### src/rtl/dmem_pkg.sv
`default_nettype none
// ============================================================================
//  Module   : dmem_pkg
//  Purpose  : Status encoding and default mailbox settings for dmem_responder.
//  Revision : 1.0  initial release
// ============================================================================
package dmem_pkg;

    localparam logic [1:0] ST_RUNNING = 2'b00;
    localparam logic [1:0] ST_PASS    = 2'b01;
    localparam logic [1:0] ST_FAIL    = 2'b10;

    localparam logic [31:0] DEF_PASS_ADDR  = 32'd100;
    localparam logic [31:0] DEF_PASS_VALUE = 32'd7;

    typedef enum logic [1:0] {
        S_RUNNING = ST_RUNNING,
        S_PASS    = ST_PASS,
        S_FAIL    = ST_FAIL
    } state_t;

endpackage
`default_nettype wire

### src/rtl/dmem_responder_if.sv
`default_nettype none
// ============================================================================
//  Module   : dmem_responder_if
//  Purpose  : Core data-side store/load bus between core (master) and responder.
//  Revision : 1.0  initial release
// ============================================================================
interface dmem_responder_if;

    logic        MemWrite;
    logic [31:0] DataAdr;
    logic [31:0] WriteData;
    logic [31:0] ReadData;

    modport master (output MemWrite, output DataAdr, output WriteData, input ReadData);
    modport slave  (input MemWrite, input DataAdr, input WriteData, output ReadData);

endinterface
`default_nettype wire

### src/rtl/dmem_trace_fifo.sv
`default_nettype none
// ============================================================================
//  Module   : dmem_trace_fifo
//  Purpose  : Store-trace FIFO with sticky overflow flag (used with DMEM_TRACE_EN).
//  Revision : 1.0  initial release
// ============================================================================
module dmem_trace_fifo #(
    parameter int DEPTH = 8,
    parameter int WIDTH = 64
) (
    input  wire              clk,
    input  wire              reset,
    input  wire              push,
    input  wire              pop,
    input  wire  [WIDTH-1:0] din,
    output logic [WIDTH-1:0] dout,
    output logic             empty,
    output logic             ovf
);

    localparam int c_ptrW = (DEPTH > 1) ? $clog2(DEPTH) : 1;

    logic [WIDTH-1:0] r_mem [DEPTH];
    logic [c_ptrW-1:0] r_wrPtr, r_rdPtr;
    logic [c_ptrW:0]   r_fill;
    logic              r_ovf;
    logic              w_full, w_push, w_pop;

    assign w_full = (r_fill == (c_ptrW+1)'(DEPTH));
    assign empty  = (r_fill == '0);
    assign w_pop  = pop & ~empty;
    // A pop on the same edge frees the slot, so a push into a full FIFO still lands.
    assign w_push = push & (~w_full | w_pop);
    assign dout   = r_mem[r_rdPtr];
    assign ovf    = r_ovf;

    always_ff @(posedge clk) begin
        if (w_push) r_mem[r_wrPtr] <= din;
    end

    always_ff @(posedge clk or negedge reset) begin
        if (!reset) begin
            r_wrPtr <= '0;
            r_rdPtr <= '0;
            r_fill  <= '0;
            r_ovf   <= 1'b0;
        end else begin
            if (w_push) r_wrPtr <= r_wrPtr + 1'b1;
            if (w_pop)  r_rdPtr <= r_rdPtr + 1'b1;
            if (w_push && !w_pop)      r_fill <= r_fill + 1'b1;
            else if (w_pop && !w_push) r_fill <= r_fill - 1'b1;
            if (push && !w_push) r_ovf <= 1'b1;
        end
    end

endmodule
`default_nettype wire

### src/rtl/dmem_responder.sv
`default_nettype none
// ============================================================================
//  Module   : dmem_responder
//  Purpose  : Data RAM plus pass/fail mailbox judge for the core's store bus.
//             Optional store trace FIFO enabled by macro DMEM_TRACE_EN.
//  Revision : 1.0  initial release
// ============================================================================
module dmem_responder
    import dmem_pkg::*;
#(
    parameter int          DEPTH_WORDS = 64,
    parameter logic [31:0] PASS_ADDR   = DEF_PASS_ADDR,
    parameter logic [31:0] PASS_VALUE  = DEF_PASS_VALUE,
    parameter int          CNT_W       = 16
`ifdef DMEM_TRACE_EN
   ,parameter int          TRACE_DEPTH = 8
`endif
) (
    input  wire              clk,
    input  wire              reset,
    dmem_responder_if.slave  bus,
    output logic [1:0]       status,
    output logic             done,
    output logic [CNT_W-1:0] store_count
`ifdef DMEM_TRACE_EN
   ,output logic             trace_valid,
    input  wire              trace_rd,
    output logic [31:0]      trace_addr,
    output logic [31:0]      trace_data,
    output logic             trace_ovf
`endif
);

    localparam int          c_addrW     = (DEPTH_WORDS > 1) ? $clog2(DEPTH_WORDS) : 1;
    localparam logic [31:0] c_byteLimit = 32'(4 * DEPTH_WORDS);

    state_t             r_state, w_nextState;
    logic [31:0]        r_mem [DEPTH_WORDS];
    logic [CNT_W-1:0]   r_count;
    logic [c_addrW-1:0] w_wordIdx;
    logic               w_aligned, w_inRange, w_accept, w_ramWe;

    assign w_wordIdx    = bus.DataAdr[c_addrW+1:2];
    assign w_aligned    = (bus.DataAdr[1:0] == 2'b00);
    assign w_inRange    = (bus.DataAdr < c_byteLimit);
    assign bus.ReadData = w_inRange ? r_mem[w_wordIdx] : '0;

    assign status      = r_state;
    assign done        = (r_state != S_RUNNING);
    assign store_count = r_count;

    always_comb begin
        w_nextState = r_state;
        w_accept    = 1'b0;
        w_ramWe     = 1'b0;
        if (r_state == S_RUNNING && bus.MemWrite) begin
            w_accept = 1'b1;
            w_ramWe  = w_aligned & w_inRange;
            if (bus.DataAdr == PASS_ADDR)
                w_nextState = (bus.WriteData == PASS_VALUE) ? S_PASS : S_FAIL;
            else if (!w_aligned || !w_inRange)
                w_nextState = S_FAIL;
        end
    end

    always_ff @(posedge clk or negedge reset) begin
        if (!reset) begin
            r_state <= S_RUNNING;
            r_count <= '0;
        end else begin
            r_state <= w_nextState;
            if (w_accept && r_count != {CNT_W{1'b1}})
                r_count <= r_count + {{(CNT_W-1){1'b0}}, 1'b1};
        end
    end

    // RAM keeps contents across reset; a store coinciding with reset is dropped.
    always_ff @(posedge clk) begin
        if (reset && w_ramWe) r_mem[w_wordIdx] <= bus.WriteData;
    end

`ifdef DMEM_TRACE_EN
    logic [63:0] w_traceHead;
    logic        w_traceEmpty;

    dmem_trace_fifo #(
        .DEPTH (TRACE_DEPTH),
        .WIDTH (64)
    ) u_trace (
        .clk   (clk),
        .reset (reset),
        .push  (w_accept),
        .pop   (trace_rd),
        .din   ({bus.DataAdr, bus.WriteData}),
        .dout  (w_traceHead),
        .empty (w_traceEmpty),
        .ovf   (trace_ovf)
    );

    assign trace_valid = ~w_traceEmpty;
    assign trace_addr  = w_traceHead[63:32];
    assign trace_data  = w_traceHead[31:0];
`endif

endmodule
`default_nettype wire

### src/flat_wrapper.sv
// flat-port wrapper written by rule: the top's interface ports become plain ports
module dmem_responder_flat import dmem_pkg::*;
#(
    parameter int          DEPTH_WORDS = 64,
    parameter logic [31:0] PASS_ADDR   = DEF_PASS_ADDR,
    parameter logic [31:0] PASS_VALUE  = DEF_PASS_VALUE,
    parameter int          CNT_W       = 16

)
  (clk, reset, status, done, store_count, bus_MemWrite, bus_DataAdr, bus_WriteData, bus_ReadData);
  dmem_responder_if bus_i ();
  input  wire clk;
  input  wire reset;
  output logic [1:0] status;
  output logic done;
  output logic [CNT_W-1:0] store_count;
  input wire logic [$bits(bus_i.MemWrite)-1:0] bus_MemWrite;
  input wire logic [$bits(bus_i.DataAdr)-1:0] bus_DataAdr;
  input wire logic [$bits(bus_i.WriteData)-1:0] bus_WriteData;
  output wire logic [$bits(bus_i.ReadData)-1:0] bus_ReadData;
  assign bus_i.MemWrite = bus_MemWrite;
  assign bus_i.DataAdr = bus_DataAdr;
  assign bus_i.WriteData = bus_WriteData;
  assign bus_ReadData = bus_i.ReadData;
  dmem_responder #(.DEPTH_WORDS(DEPTH_WORDS), .PASS_ADDR(PASS_ADDR), .PASS_VALUE(PASS_VALUE), .CNT_W(CNT_W)) u_core (.clk(clk), .reset(reset), .bus(bus_i), .status(status), .done(done), .store_count(store_count));
endmodule
### config.mk
export PLATFORM = sky130hd
export DESIGN_NAME = dmem_responder_flat
export DESIGN_NICKNAME = d
export VERILOG_FILES = /design/src/rtl/dmem_pkg.sv /design/src/rtl/dmem_responder_if.sv /design/src/rtl/dmem_trace_fifo.sv /design/src/rtl/dmem_responder.sv /design/src/flat_wrapper.sv
export SDC_FILE = /design/constraint.sdc
export NUM_CORES = 2
export LEC_CHECK = 0
export CAP_MARGIN = 20
export CELL_PAD_IN_SITES_DETAIL_PLACEMENT = 1
export CELL_PAD_IN_SITES_GLOBAL_PLACEMENT = 1
export CORE_UTILIZATION = 49
export DETAILED_ROUTE_END_ITERATION = 6
export PLACE_DENSITY = 0.71
export REMOVE_ABC_BUFFERS = 1
export SYNTH_ARGS = -nofsm -noshare
export SYNTH_HDL_FRONTEND = slang
export SYNTH_SLANG_ARGS = --single-unit
### constraint.sdc
create_clock -name clk -period 3.4 [get_ports clk]
set_clock_uncertainty 0.2 [all_clocks]
set_input_delay 0.85 -clock clk [delete_from_list [all_inputs] [get_ports clk]]
set_output_delay 0.85 -clock clk [all_outputs]
set_load 0.02 [all_outputs]
==> flow_summary.yaml <==
clocking:
  cts-htree-levels: 4
  clock_sinks: 2066
  cts_tree: "built"
  clk_root_buf: "clkbuf_16"
  cts-hold-fix-buffers: 0
  clk-insertion-delay-late_ns: 0.87
  clkSlewWorstSetupHoldPaths_ns: 0.06
  cts-root-to-sink-buffers: 3
  cts-buffers-inserted: 208
setup_path:
  crit_path_start_kind: "input pin"
  rrSetupSlack_ns: 0.41
  worstPathArrival_ns: 3.67
  critical_path_startpoint: "bus_DataAdr[2]"
  criticalPathCategory: "in -> out"
  timing.critical_path.to_type: "primary output"
  rr_startpoint: "u_core.status[1]$_DFFE_PN0P_"
  worstPathMaxFanout: 9
  destination_of_the_critical_timing_path: "bus_ReadData[10]"
  ff2ff_path_depth: 8
  timing.critical_path.required_ns: 2.35
  r2r-end: "u_core.r_mem[51][6]$_DFFE_PP_"
drt:
  drtIter0Drc: 10530
  wire_per_inst_um: 46.85
  route.detailed.drc: 3
  finalWirelength_um: 356400
  detailroute.via_count: 56320
  avgViaCountPerCell: 7.402
  drt_pass1_iterations: 7
  antenna_left: 0
logic_synthesis:
  syn_inst: 4188
  synth_edf_count: 2048
  synth_ff_type: "edfxtp_1"
  yosys.cell_types.count: 84
  synth-warning-count: 0
  ffs_w_async_s_r_synth_pct: 0.8712
  synth_seq_cells: 2066
  syn_avg_cell_area_um2: 19.10
  ys_seq_area_share_pct: 77.43
  syn-cell-area_mm2: 0.08001
power:
  cellInternalPower_mw: 42.90
  sequentialPowerShare_pct: 49.5
  p_switching_mw: 13.79
  power_leakage_nw: 34.38
  p_comb_share_pct: 8.6
  power.share.clock_pct: 41.9
  power-per-cell-area_mw_per_mm2: 546.5
  vdd.ir_drop.worst_uv: 614.5
  power_switching_share_pct: 24.32
global_routing:
  grt-ovfl-total: 0
  grt_antenna_before_repair: 27
  vias_in_the_first_global_route: 53830
  grt_max_degree: 65
  grt_pass1_wl_um: 450500
  global_route.usage.total_pct: 40.45
final_layout:
  layout-area-overhead-vs-synth_pct: 29.64
  finalCoreUtilization_pct: 64.31
  finalInstanceArea_mm2: 0.1037
  final_cell_count_no_fill: 7609
  fillers: 13330
  fin_nets: 5328
  register_area_mm2: 0.06195
  combined_area_of_the_multi_input_logic_cells_mm2: 0.01921
  final_layout_size_suffix_gt1_share_pct: 40.69
sta:
  rsz0062_at_grt: "true"
  fmax_mhz: 211.7
  timing.slew.headroom_pct: 19.18
  layout_worst_path_cycle_share_pct: 138.9
  whs_ns: 0.2113
  min_period_ns: 4.723
  timing.final.setup_violations: 32
  actual_transition_at_the_worst_max_transition_pin_ns: 1.212
  report.final.hold_viol_count: 0
  max_transition_viols_final: 0
  finalWorstSetupSlack_ns: -1.323
die:
  floorplan.io_pins: 118
  design.core.area_mm2: 0.1613
  fp.dieH_um: 406.1
  core_rows: 147
  design.die.area_mm2: 0.1649
  floorplan.initialDensity_pct: 49.60
  dieWidth_um: 406.1
placement:
  routabilityCongestion: 0.9656
  place_ws_ns: -1.852
  place_area_mm2: 0.09068
  dpl.cell_count: 6993
  final_hpwl_dp_um: 198800
  portBuffers: 117
run_status:
  run_status: "finished, violations left"
  violations_in_the_final_reports: "DRC, setup timing"
min_path:
  worst_hold_startpoint: "bus_WriteData[16]"
  worst_hold_path_type: "in -> reg"
run:
  max-cap-violations: 0
-- per-layer routing --
layer,GRT usage [%],wire length [um],vias to the layer above
met2,59.62,153900,6361
met5,0,142,-
met3,13.05,52210,1907
met1,50.23,113700,28390
li1,-,-,19640
met4,29.66,36520,24
-- kinds of logic after synthesis --
group           synth area share [%]
compound gates                 7.286
xor+xnor                      0.1642
fa+ha+maj                    0.01564
buf+inv                        2.485
flops                          77.43
mux                            9.944
simple gates                   2.679
-- worst max-delay path, cell delays in order --
cell	delay [ns]
buf_16	0.18
buf_12	0.16
buf_12	0.11
or2_4	0.13
buf_12	0.13
buf_12	0.18
o22ai_1	0.15
a221oi_1	0.58
buf_4	0.23
o22ai_1	0.20
nor4_4	0.38
buf_4	0.20
buf_6	0.11
-- power by group through the flow --
stage | registers, mW | logic, mW | clock network [mW]
2_1_floorplan | 28.6 | 1.01 | 0
3_5_place_dp | 28.6 | 3.63 | 0
5_1_grt | 28.0 | 4.80 | 24.3
4_1_cts | 28.0 | 4.19 | 23.1
3_3_place_gp | 28.6 | 3.52 | 0
6_report | 28.0 | 4.88 | 23.8
-- worst min path at each step --
stage               depth (start not counted)                            endpoint
floorplan                                   0        u_core.status[0]$_DFFE_PN0P_
global placement                            1        u_core.status[1]$_DFFE_PN0P_
detailed placement                          1  u_core.store_count[12]$_DFFE_PN0P_
CTS                                         1      u_core.r_mem[27][16]$_DFFE_PP_
global route                                1      u_core.r_mem[25][16]$_DFFE_PP_
finish                                      1      u_core.r_mem[25][16]$_DFFE_PP_
-- sequential cells by signal, indices dropped and copies added, names as in the netlist --
| signal | flops |
|---|---|
| u_core.r_mem | 2048 |
| u_core.status | 2 |
| u_core.store_count | 16 |
-- synth_stat cells, types with 18 or more instances --
cell	number	area share, %
o22ai_1	280	2.2
dfrtp_1	18	0.56
nor2_1	174	0.82
buf_4	72	0.68
nor4_1	28	0.22
a21oi_1	95	0.59
mux2_2	202	2.8
o21ai_0	85	0.53
a2bb2oi_1	32	0.35
nand3_1	27	0.17
o221ai_1	149	1.6
mux2i_1	121	1.5
mux4_2	198	5.6
edfxtp_1	2048	77
clkbuf_1	50	0.23
a221oi_1	35	0.38
buf_6	26	0.37
buf_2	107	0.67
nand2_1	160	0.75
a22oi_1	34	0.32
-- timing repair --
action,in CTS,in global routing
gates cloned,18,8
resized for setup,619,296
buffers inserted,105,114
endpoints found under the setup margin,32,32
pin swaps,112,120
-- cell usage in the layout, fill, tap and decap left out, types with 14 or more instances in the layout --
cell type           n
a2bb2oi_1          25
buf_4             634
mux2i_1           106
a21oi_1            58
o21ai_2            15
edfxtp_1         2048
dfrtp_1            18
clkinv_1           52
a221oi_2           20
o22ai_4            17
o21ai_0            41
o221ai_2           26
a21oi_4            14
o22ai_1           239
a22oi_1            25
o21ai_1            26
nand3_1            20
buf_6             119
nor4_4             17
o22ai_2            24
clkbuf_16         219
nand2_2            15
mux4_2            198
clkinv_2           34
o221ai_1          112
a21oi_2            23
nor2_1            100
buf_8              39
buf_2              37
clkdlybuf4s50_1    23
buf_16             22
nand2_1           136
mux2_2            202
bufinv_16          22
clkbuf_1           46
nor2_4             65
buf_12            236
-- final cells by class --
type / count / area share (%)
sequential: 2066 / 59.72
antenna: 13 / 0.03136
inverter: 5 / 0.05307
multi-input combinational: 1832 / 18.52
timing repair buffer: 1147 / 12.59
clock buffer: 257 / 5.257
clock inverter: 129 / 1.222
tap: 2160 / 2.605
-- per-stage QoR --
step / power [mW] / setup TNS [ns]
4_1_cts: 55.36 / -26.63
6_report: 56.69 / -31.21
3_5_place_dp: 32.22 / -1090.88
5_1_grt: 57.18 / -29.90
2_1_floorplan: 29.62 / -2353.34
3_3_place_gp: 32.10 / -1129.95
(Power assumes the default switching activity.)
